==> src/rtl/ltc2308_pkg.sv <==
// rtl/ltc2308_pkg.sv - LTC2308 responder types, config reset value and result function
package ltc2308_pkg;

  typedef enum logic [1:0] {S_IDLE, S_CONVERTING, S_READY, S_SHIFTING} state_t;

  typedef struct packed {
    logic       sd;
    logic       os;
    logic [1:0] s1s0;
    logic       uni;
    logic       slp;
  } cfg_t;

  localparam int   CFG_BITS  = 6;
  localparam cfg_t CFG_RESET = '{sd: 1'b1, os: 1'b0, s1s0: 2'b00, uni: 1'b1, slp: 1'b0};

  // Converter transfer function for one sample under the given config.
  function automatic logic [11:0] ltc_result(input logic [95:0] chan_data, input cfg_t cfg);
    logic [11:0]        ch [8];
    logic [11:0]        a;
    logic [11:0]        b;
    logic signed [12:0] d;
    logic signed [12:0] half;
    logic [11:0]        r;
    for (int n = 0; n < 8; n++) ch[n] = chan_data[12*n +: 12];
    a    = cfg.os ? ch[{cfg.s1s0, 1'b1}] : ch[{cfg.s1s0, 1'b0}];
    b    = cfg.os ? ch[{cfg.s1s0, 1'b0}] : ch[{cfg.s1s0, 1'b1}];
    d    = $signed({1'b0, a}) - $signed({1'b0, b});
    half = d >>> 1;
    if (cfg.sd) begin
      r = cfg.uni ? ch[{cfg.s1s0, cfg.os}] : (ch[{cfg.s1s0, cfg.os}] ^ 12'h800);
    end else if (cfg.uni) begin
      r = d[12] ? 12'h000 : d[11:0];
    end else begin
      r = half[11:0];
    end
    return r;
  endfunction

endpackage

==> src/rtl/ltc2308_responder_edge_sync.sv <==
// rtl/ltc2308_responder_edge_sync.sv - 2-FF synchronizer with registered level and edge flags
module edge_sync (
  input  logic clk,
  input  logic reset_count,
  input  logic din,
  output logic level,
  output logic rise,
  output logic fall
);

  logic s1;
  logic s2;
  logic s3;

  // level, rise and fall are registered together so they describe the same instant.
  always_ff @(posedge clk or posedge reset_count) begin
    if (reset_count) begin
      s1    <= 1'b0;
      s2    <= 1'b0;
      s3    <= 1'b0;
      level <= 1'b0;
      rise  <= 1'b0;
      fall  <= 1'b0;
    end else begin
      s1    <= din;
      s2    <= s1;
      s3    <= s2;
      level <= s2;
      rise  <= s2 & ~s3;
      fall  <= ~s2 & s3;
    end
  end

endmodule

==> src/rtl/ltc2308_responder.sv <==
// rtl/ltc2308_responder.sv - LTC2308 ADC emulator on the CONVST/SCK/SDI/SDO link
module ltc2308_responder
  import ltc2308_pkg::*;
#(
  parameter int CONV_CYCLES = 80,
  parameter int FRAME_BITS  = 12
) (
  input  logic        clk,
  input  logic        reset_count,
  input  logic [95:0] chan_data,
  input  logic        ADC_CONVST,
  input  logic        ADC_SCK,
  input  logic        ADC_SDI,
  output logic        ADC_SDO,
  output logic [2:0]  cfg_chan,
  output logic        cfg_uni,
  output logic        cfg_sd,
  output logic        frame_done,
  output logic        proto_err
);

  localparam int             CW         = $clog2(CONV_CYCLES + 1);
  localparam int             BW         = $clog2(FRAME_BITS + 1);
  localparam logic [CW-1:0]  CONV_LAST  = CW'(CONV_CYCLES - 1);
  localparam logic [BW-1:0]  FRAME_LAST = BW'(FRAME_BITS - 1);
  localparam logic [BW-1:0]  CFG_CNT    = BW'(CFG_BITS);

  logic cv_level, cv_rise, cv_fall;
  logic sck_level, sck_rise, sck_fall;
  logic sdi_level, sdi_rise, sdi_fall;

  edge_sync u_sync_convst (.clk(clk), .reset_count(reset_count), .din(ADC_CONVST),
                           .level(cv_level), .rise(cv_rise), .fall(cv_fall));
  edge_sync u_sync_sck    (.clk(clk), .reset_count(reset_count), .din(ADC_SCK),
                           .level(sck_level), .rise(sck_rise), .fall(sck_fall));
  edge_sync u_sync_sdi    (.clk(clk), .reset_count(reset_count), .din(ADC_SDI),
                           .level(sdi_level), .rise(sdi_rise), .fall(sdi_fall));

  state_t              state;
  logic [CW-1:0]       conv_cnt;
  logic [BW-1:0]       bit_cnt;
  logic [11:0]         hold;
  logic [CFG_BITS-1:0] cfg_sr;
  cfg_t                cfg;
  cfg_t                cfg_next;

  // Only the first CFG_BITS captured SDI bits are kept; later bits leave the register alone.
  assign cfg_next = (bit_cnt < CFG_CNT) ? cfg_t'({cfg_sr[CFG_BITS-2:0], sdi_level}) : cfg_t'(cfg_sr);

  assign cfg_chan = {cfg.s1s0, cfg.os};
  assign cfg_uni  = cfg.uni;
  assign cfg_sd   = cfg.sd;

  always_ff @(posedge clk or posedge reset_count) begin
    if (reset_count) begin
      state      <= S_IDLE;
      conv_cnt   <= '0;
      bit_cnt    <= '0;
      hold       <= '0;
      cfg_sr     <= '0;
      cfg        <= CFG_RESET;
      ADC_SDO    <= 1'b0;
      frame_done <= 1'b0;
      proto_err  <= 1'b0;
    end else begin
      frame_done <= 1'b0;
      case (state)
        S_IDLE: begin
          if (sck_rise) proto_err <= 1'b1;
          if (cv_rise) begin
            hold     <= ltc_result(chan_data, cfg);
            conv_cnt <= '0;
            state    <= S_CONVERTING;
          end
        end
        S_CONVERTING: begin
          if (sck_rise || cv_rise) proto_err <= 1'b1;
          if (conv_cnt == CONV_LAST) begin
            ADC_SDO <= hold[11];
            state   <= S_READY;
          end else begin
            conv_cnt <= conv_cnt + 1'b1;
          end
        end
        S_READY, S_SHIFTING: begin
          if (cv_rise) begin
            // Abort: config stays as it was, a fresh sample starts converting.
            proto_err <= 1'b1;
            hold      <= ltc_result(chan_data, cfg);
            conv_cnt  <= '0;
            bit_cnt   <= '0;
            ADC_SDO   <= 1'b0;
            state     <= S_CONVERTING;
          end else if (sck_rise) begin
            cfg_sr <= cfg_next;
            if (bit_cnt == FRAME_LAST) begin
              cfg        <= cfg_next;
              frame_done <= 1'b1;
              ADC_SDO    <= 1'b0;
              bit_cnt    <= '0;
              state      <= S_IDLE;
            end else begin
              bit_cnt <= bit_cnt + 1'b1;
              state   <= S_SHIFTING;
            end
          end else if (sck_fall && state == S_SHIFTING) begin
            hold    <= {hold[10:0], 1'b0};
            ADC_SDO <= hold[10];
          end
        end
        default: state <= S_IDLE;
      endcase
    end
  end

endmodule

==> config.mk <==
export PLATFORM = sky130hd
export DESIGN_NAME = ltc2308_responder
export DESIGN_NICKNAME = d
export VERILOG_FILES = /design/src/rtl/ltc2308_pkg.sv /design/src/rtl/ltc2308_responder_edge_sync.sv /design/src/rtl/ltc2308_responder.sv
export SDC_FILE = /design/constraint.sdc
export NUM_CORES = 1
export LEC_CHECK = 0
export ABC_AREA = 1
export ABC_CLOCK_PERIOD_IN_PS = 5820
export CORE_MARGIN = 5
export CORE_UTILIZATION = 24
export CTS_BUF_LIST = sky130_fd_sc_hd__clkbuf_4 sky130_fd_sc_hd__clkbuf_8
export DETAILED_ROUTE_END_ITERATION = 7
export DONT_BUFFER_PORTS = 1
export PLACE_DENSITY = 0.4
export SLEW_MARGIN = 10
export SYNTH_ARGS = -nofsm -noshare
export SYNTH_HDL_FRONTEND = slang
export SYNTH_SLANG_ARGS = --single-unit
==> constraint.sdc <==
create_clock -name clk -period 5.82 [get_ports clk]
set_input_delay 1.164 -clock clk [delete_from_list [all_inputs] [get_ports clk]]
set_output_delay 1.164 -clock clk [all_outputs]
set_load 0.02 [all_outputs]
==> results of run 1 <==
==> cells in the final DEF (no fill, tap or decap), drive strengths merged, types with 7 or more instances in the layout <==
master,instances
inv,70
dfrtp,49
a21oi,32
ha,14
a31oi,7
nor2,83
nand3,52
o22ai,8
o22a,11
nand2,229
nand4,8
o21ai,59
==> logic make-up after synthesis <==
| family | share of synthesized area |
|---|---|
| flops | 0.305 |
| xor+xnor | 0.0104 |
| buf+inv | 0.101 |
| compound gates | 0.164 |
| mux | 0.00268 |
| simple gates | 0.370 |
| fa+ha+maj | 0.0465 |
==> registers in the layout (all words and copies together), names as in the netlist, 2 cells and up <==
register,flops
cfg_sr,6
conv_cnt,7
cfg_chan,3
state,2
hold,12
bit_cnt,4
==> worst max-delay path, stage by stage, from the launching register on <==
cell      delay [ns]
dfrtp_1         0.33
buf_4           0.42
inv_2           0.43
o21ai_0         0.30
o22a_1          0.19
nand2_1         0.05
o21ai_1         0.14
ha_1            0.18
inv_1           0.07
fa_1            0.42
nand3_1         0.11
nand3_2         0.12
nand3_1         0.11
nand3_1         0.08
nand2_2         0.13
clkinv_2        0.13
nand2_1         0.09
nand2_1         0.05
nand2_1         0.05
nand2_1         0.06
nand2_1         0.06
nand2_1         0.05
==> synthesized netlist by cell type (all sizes together) <==
cell and count:
xnor2 3, o22ai 8, clkinv 2, dfstp 2, inv 70, clkbuf 4, nor2 83, o21ai 59
a22oi 2, buf 22, nand2 229, a21o 1, a22o 1, nor4 1, o221ai 1, nand4 8
dfrtp 49, ha 14, fa 1, xor2 2, nand3 52, mux2 1, a31oi 7, o22a 11
a21oi 32, nor3 3
==> power by group through the flow <==
stage / clock, mW / sequential, mW / combinational (mW)
2_1_floorplan: 0 / 0.463 / 0.283
3_3_place_gp: 0 / 0.473 / 0.341
3_5_place_dp: 0 / 0.473 / 0.346
4_1_cts: 0.228 / 0.466 / 0.349
5_1_grt: 0.241 / 0.476 / 0.410
6_report: 0.211 / 0.466 / 0.344
==> final cells by class <==
class,count,area (µm²),share of cell area
flip-flops and latches,51,1280,0.288
inverters,72,272,0.0612
repair buffers,3,22.5,0.00507
clock buffers,6,76.3,0.0172
multi-input cells,519,2490,0.561
clock inverters,2,17.5,0.00395
well taps,225,282,0.0634
==> final timing paths <==
path,endpoint,slack (ns),cells past startpoint
setup / recovery,hold[6]$_DFFE_PP0P_,2.12,21
hold / removal,u_sync_sdi.s2$_DFF_PP0_,0.35,0
setup reg to reg,hold[6]$_DFFE_PP0P_,2.12,21
hold reg to reg,u_sync_sdi.s2$_DFF_PP0_,0.35,0
max in group asynchronous,hold[2]$_DFFE_PP0P_,4.48,2
min in group asynchronous,cfg_sr[5]$_DFFE_PP0P_,0.90,2
==> routing by layer <==
layer  GRT usage  up-vias  routed length, µm
met5           0        -                  0
met4      0.0288        0                178
met3      0.0242       10                784
met2       0.227      107               6210
met1       0.154     1923               5500
li1            -     2131                  -
==> per-stage QoR <==
step | setup slack [ns] | utilization | instances
after floorplan | 2.66 | - | 668
after global placement | 2.25 | 0.252 | 870
after detailed placement | 2.14 | 0.252 | 870
after CTS | 2.10 | 0.257 | 878
after global routing | 1.65 | 0.257 | 878
final | 2.12 | 0.257 | 878
==> metrics.md, run 1 <==
| Metric | Value |
|---|---|
| Die height | 142 µm |
| Antenna Violating Nets Remaining | 0 |
| Register bit total from synthesis | 51 |
| Hold Crit Class | flop to flop |
| Reg power frac | 0.456 |
| PortBufs | 0 |
| Largest fanout on the critical path | 50 |
| Yosys Warn Count | 0 |
| Unrepaired setup endpoints after global routing | no |
| Area grow syn2layout | 5.82% |
| Minimum clock period | 3.70 ns |
| Sequential cell area fraction in the yosys report | 0.305 |
| Area post-placement | 4340 µm² |
| Std cell rows | 48 |
| Clock tree buffer depth | 2 |
| Fin. max-slew vios | 0 |
| Post-Route WL | 12700 µm |
| Slew @ Worst Pin | 0.842 ns |
| CTS Buf Count | 5 |
| Fill cells | 1968 |
| Synth area leaders | dfrtp_1 29%, nand2_1 20%, nor2_1 7.2%, nand3_1 6.1%, inv_1 5.7% |
| IO Count | 109 |
| Worst setup startpoint | cfg_chan[1]$_DFFE_PP0P_ |
| HPWL Detailed | 10200 µm |
| Setup violators final | 0 |
| Post-CTS sizing | 0 |
| Layout cells sized above 1 | 0.0475 |
| VDD IR-drop max | 0.000157 V |
| Area of the die | 20200 µm² |
| Postcts setup bufs | 0 |
| Cell area after layout | 4440 µm² |
| Hold Crit Start | u_sync_sdi.s1$_DFF_PP0_ |
| DR iter-0 viols | 277 |
| Yosys cell types | 40 |
| Slew headroom | 0.438 |
| Reg clk slew, reported paths | 0.10 ns |
| Ant. Diodes | 0 |
| Routed len/inst | 14.4 µm |
| Clock skew | 0.0116 ns |
| Hold slack final | 0.354 ns |
| Via Count | 4171 |
| CP Launch Type | flop |
| Largest net degree at the start of global routing | 52 |
| Design Power | 1.02 mW |
| CTS tree | built |
| Hold Vio Cnt, Final | 0 |
| Logic pwr share | 0.337 |
| CTS Sinks | 51 |
| Syn avg cell area | 6.28 µm² |
| Critical path data arrival time | 3.90 ns |
| Clock H-tree levels | 2 |
| TNS Setup | 0 ns |
| Internal Power | 0.635 mW |
| Antenna violations before repair | 0 |
| Placer Congestion | 0.902 |
| NetSw | 0.386 mW |
| Max-cap viol count | 0 |
| Layout net count | 768 |
| Clk network pwr share | 0.207 |
| Via-per-instance ratio | 4.75 |
| Cell taking the most area after synthesis | dfrtp_1 |
| Outcome | finished, final reports clean |
| Leak | 2.23 nW |
| Clk root buf | clkbuf_8 |
| Total gr overflow | 0 |
| Drt first pass iters | 5 |
| Drt drc | 0 |
| Synthesized area | 4190 µm² |
| Global-route wire length before repair | 20900 µm |
| Syn nets | 784 |
| Top cell type's share of synthesized area | 0.292 |
| Initial core utilization | 0.243 |
| Die width | 142 µm |
| Fmax | 271 MHz |
| # hold bufs at CTS | 0 |
| Sw Ratio | 0.378 |
| PwrDens | 230 nW/µm² |
| Insertion delay to the later sink of the worst-skew pair | 0.31 ns |
| Gate Count Post-Synth | 668 |
| CP Capture Type | flop |
| Number of global-route vias before repair | 4191 |
| WS Path Type | flop to flop |
| Reg2reg start | cfg_chan[1]$_DFFE_PP0P_ |
| Worst EP required | 6.02 ns |
| Core area | 17200 µm² |
| Total track usage | 0.126 |
| Crit share post-route | 0.635 |
(Power assumes the default switching activity.)
==> run 2: changes to the inputs <==
--- a/config.mk
+++ b/config.mk
@@ -6,13 +6,13 @@
 export NUM_CORES = 1
 export LEC_CHECK = 0
 export ABC_AREA = 1
-export ABC_CLOCK_PERIOD_IN_PS = 5820
+export ABC_CLOCK_PERIOD_IN_PS = 3100
 export CORE_MARGIN = 5
 export CORE_UTILIZATION = 24
 export CTS_BUF_LIST = sky130_fd_sc_hd__clkbuf_4 sky130_fd_sc_hd__clkbuf_8
 export DETAILED_ROUTE_END_ITERATION = 7
 export DONT_BUFFER_PORTS = 1
-export PLACE_DENSITY = 0.4
+export PLACE_DENSITY = 0.41
 export SLEW_MARGIN = 10
 export SYNTH_ARGS = -nofsm -noshare
 export SYNTH_HDL_FRONTEND = slang
==> constraint.sdc (replaced) <==
create_clock -name clk -period 3.1 [get_ports clk]
set_input_delay 0.62 -clock clk [delete_from_list [all_inputs] [get_ports clk]]
set_output_delay 0.62 -clock clk [all_outputs]
set_load 0.02 [all_outputs]
==> metrics.md, run 2 (synthesis results as in run 1) <==
| Metric | Value |
|---|---|
| Layout cells sized above 1 | 0.123 |
| Global-route wire length before repair | 20600 µm |
| Insertion delay to the later sink of the worst-skew pair | 0.32 ns |
| Minimum clock period | 2.82 ns |
| Slew @ Worst Pin | 0.890 ns |
| Leak | 2.42 nW |
| Ant. Diodes | 0 |
| Clock H-tree levels | 2 |
| Crit share post-route | 0.911 |
| NetSw | 0.724 mW |
| CTS tree | built |
| Largest net degree at the start of global routing | 51 |
| Routed len/inst | 14.1 µm |
| Area post-placement | 4500 µm² |
| CTS Sinks | 51 |
| Largest fanout on the critical path | 23 |
| CP Launch Type | flop |
| Slew headroom | 0.406 |
| CTS Buf Count | 5 |
| Top reg by flops | hold |
| Fmax | 354 MHz |
| Total track usage | 0.123 |
| TNS Setup | 0 ns |
| Reg power frac | 0.431 |
| Post-Route WL | 12800 µm |
| Die height | 142 µm |
| Antenna violations before repair | 0 |
| DR iter-0 viols | 261 |
| Most frequent cells in the layout | 223 x nand2_1, 76 x nor2_1, 62 x inv_1, 49 x nand3_1, 47 x dfrtp_1 |
| Non-Filler Instances | 909 |
| Placer Congestion | 0.863 |
| Cell area after layout | 4860 µm² |
| Placed cells | 889 |
| Die width | 142 µm |
| Outcome | finished, final reports clean |
| Layout net count | 799 |
| Total gr overflow | 0 |
| Initial core utilization | 0.243 |
| Max-cap viol count | 0 |
| # hold bufs at CTS | 0 |
| Setup violators final | 0 |
| IO Count | 109 |
| Core area | 17200 µm² |
| Area grow syn2layout | 16.0% |
| CP Capture Type | flop |
| Largest register FFs | 12 |
| Final WS setup | 0.277 ns |
| WS Path Type | flop to flop |
| Antenna Violating Nets Remaining | 0 |
| Sw Ratio | 0.356 |
| Critical path data arrival time | 3.09 ns |
| PortBufs | 0 |
| Internal Power | 1.31 mW |
| Hold Crit Class | input pin to flop |
| Drt first pass iters | 4 |
| Worst EP required | 3.36 ns |
| Fill cells | 1894 |
| Hold Vio Cnt, Final | 0 |
| Clk network pwr share | 0.246 |
| Via-per-instance ratio | 4.70 |
| Drt drc | 0 |
| Pre-CTS setup slack | 0.0872 ns |
| Clock tree buffer depth | 2 |
| Commonest non-fill, non-tap cell in the layout | nand2_1 |
| VDD IR-drop max | 0.000329 V |
| Area of the die | 20200 µm² |
| Clock skew | 0.0143 ns |
| Number of global-route vias before repair | 4212 |
| Via Count | 4268 |
| Logic pwr share | 0.323 |
| Std cell rows | 48 |
| Post-layout util | 0.282 |
| HPWL Detailed | 10200 µm |
| Reg clk slew, reported paths | 0.10 ns |
| Fin. max-slew vios | 0 |
| Clk root buf | clkbuf_8 |
| Regs by FF count | hold x12, conv_cnt x7, cfg_sr x6 |
| PwrDens | 418 nW/µm² |
[run 2: cell count changes in the layout (fill, tap and decap cells not counted), sizes merged]
cell	before	now
clkinv	4	2
buf	3	30
bufinv	0	1
clkbuf	6	9
inv	70	71
clkinvlp	0	1
[run 2: power groups by stage]
stage          Combinational [mW]  Sequential [mW]  Clock [mW]
6_report                    0.656            0.876       0.499
4_1_cts                     0.649            0.876       0.523
2_1_floorplan               0.532            0.868           0
3_3_place_gp                0.640            0.888           0
3_5_place_dp                0.644            0.886           0
5_1_grt                     0.773            0.894       0.555
[run 2: metrics by stage]
step	total power [mW]	hold WS [ns]
floorplan	1.40	0.331
global placement	1.53	0.333
detailed placement	1.53	0.336
CTS	2.05	0.310
global route	2.22	0.295
finish	2.03	0.330
[run 2: layout make-up]
type | count | area, µm² | share of cell area
multi-input combinational | 519 | 2570 | 0.528
sequential | 51 | 1280 | 0.263
timing repair buffer | 33 | 317 | 0.0651
inverter | 72 | 288 | 0.0592
tap | 225 | 282 | 0.0579
clock buffer | 6 | 82.6 | 0.0170
clock inverter | 2 | 38.8 | 0.00798
timing repair inverter | 1 | 6.26 | 0.00129
[run 2: path summary, 6_finish.rpt]
path	to	cells after the start	from	slack (ns)
max in group asynchronous	cfg_uni$_DFFE_PP1P_	2	reset_count	2.12
worst max-delay path	hold[1]$_DFFE_PP0P_	18	cfg_chan[1]$_DFFE_PP0P_	0.28
min in group asynchronous	cfg_sr[5]$_DFFE_PP0P_	1	reset_count	0.34
worst max register to register	hold[1]$_DFFE_PP0P_	18	cfg_chan[1]$_DFFE_PP0P_	0.28
worst min register to register	u_sync_sdi.level$_DFF_PP0_	0	u_sync_sdi.s2$_DFF_PP0_	0.36
worst min-delay path	u_sync_sdi.s1$_DFF_PP0_	0	ADC_SDI	0.33
[run 2: per-layer routing]
layer	vias up	global-route usage	wire length, µm
met2	119	0.207	5950
met4	0	0.0394	306
met1	1934	0.154	5620
met5	-	0	0
met3	21	0.0319	937
li1	2194	-	-
[run 2: critical path, stage by stage, from the launching register on]
cell	delay [ns]
dfrtp_2	0.54
buf_4	0.18
clkbuf_16	0.18
nor2_1	0.06
o22a_1	0.21
nor2_1	0.10
a31oi_1	0.06
ha_1	0.38
nand2_1	0.15
nor2_4	0.13
nand3_2	0.09
nand3_1	0.09
nand2_2	0.10
buf_4	0.16
o22ai_1	0.10
nand2_1	0.07
nand2_1	0.08
nand2_1	0.05
nand2_1	0.05
[run 2: timing repair]
action,4_1_cts,5_1_grt
setup buffers,0,8
gates resized for setup,0,34
setup endpoints to repair,0,12
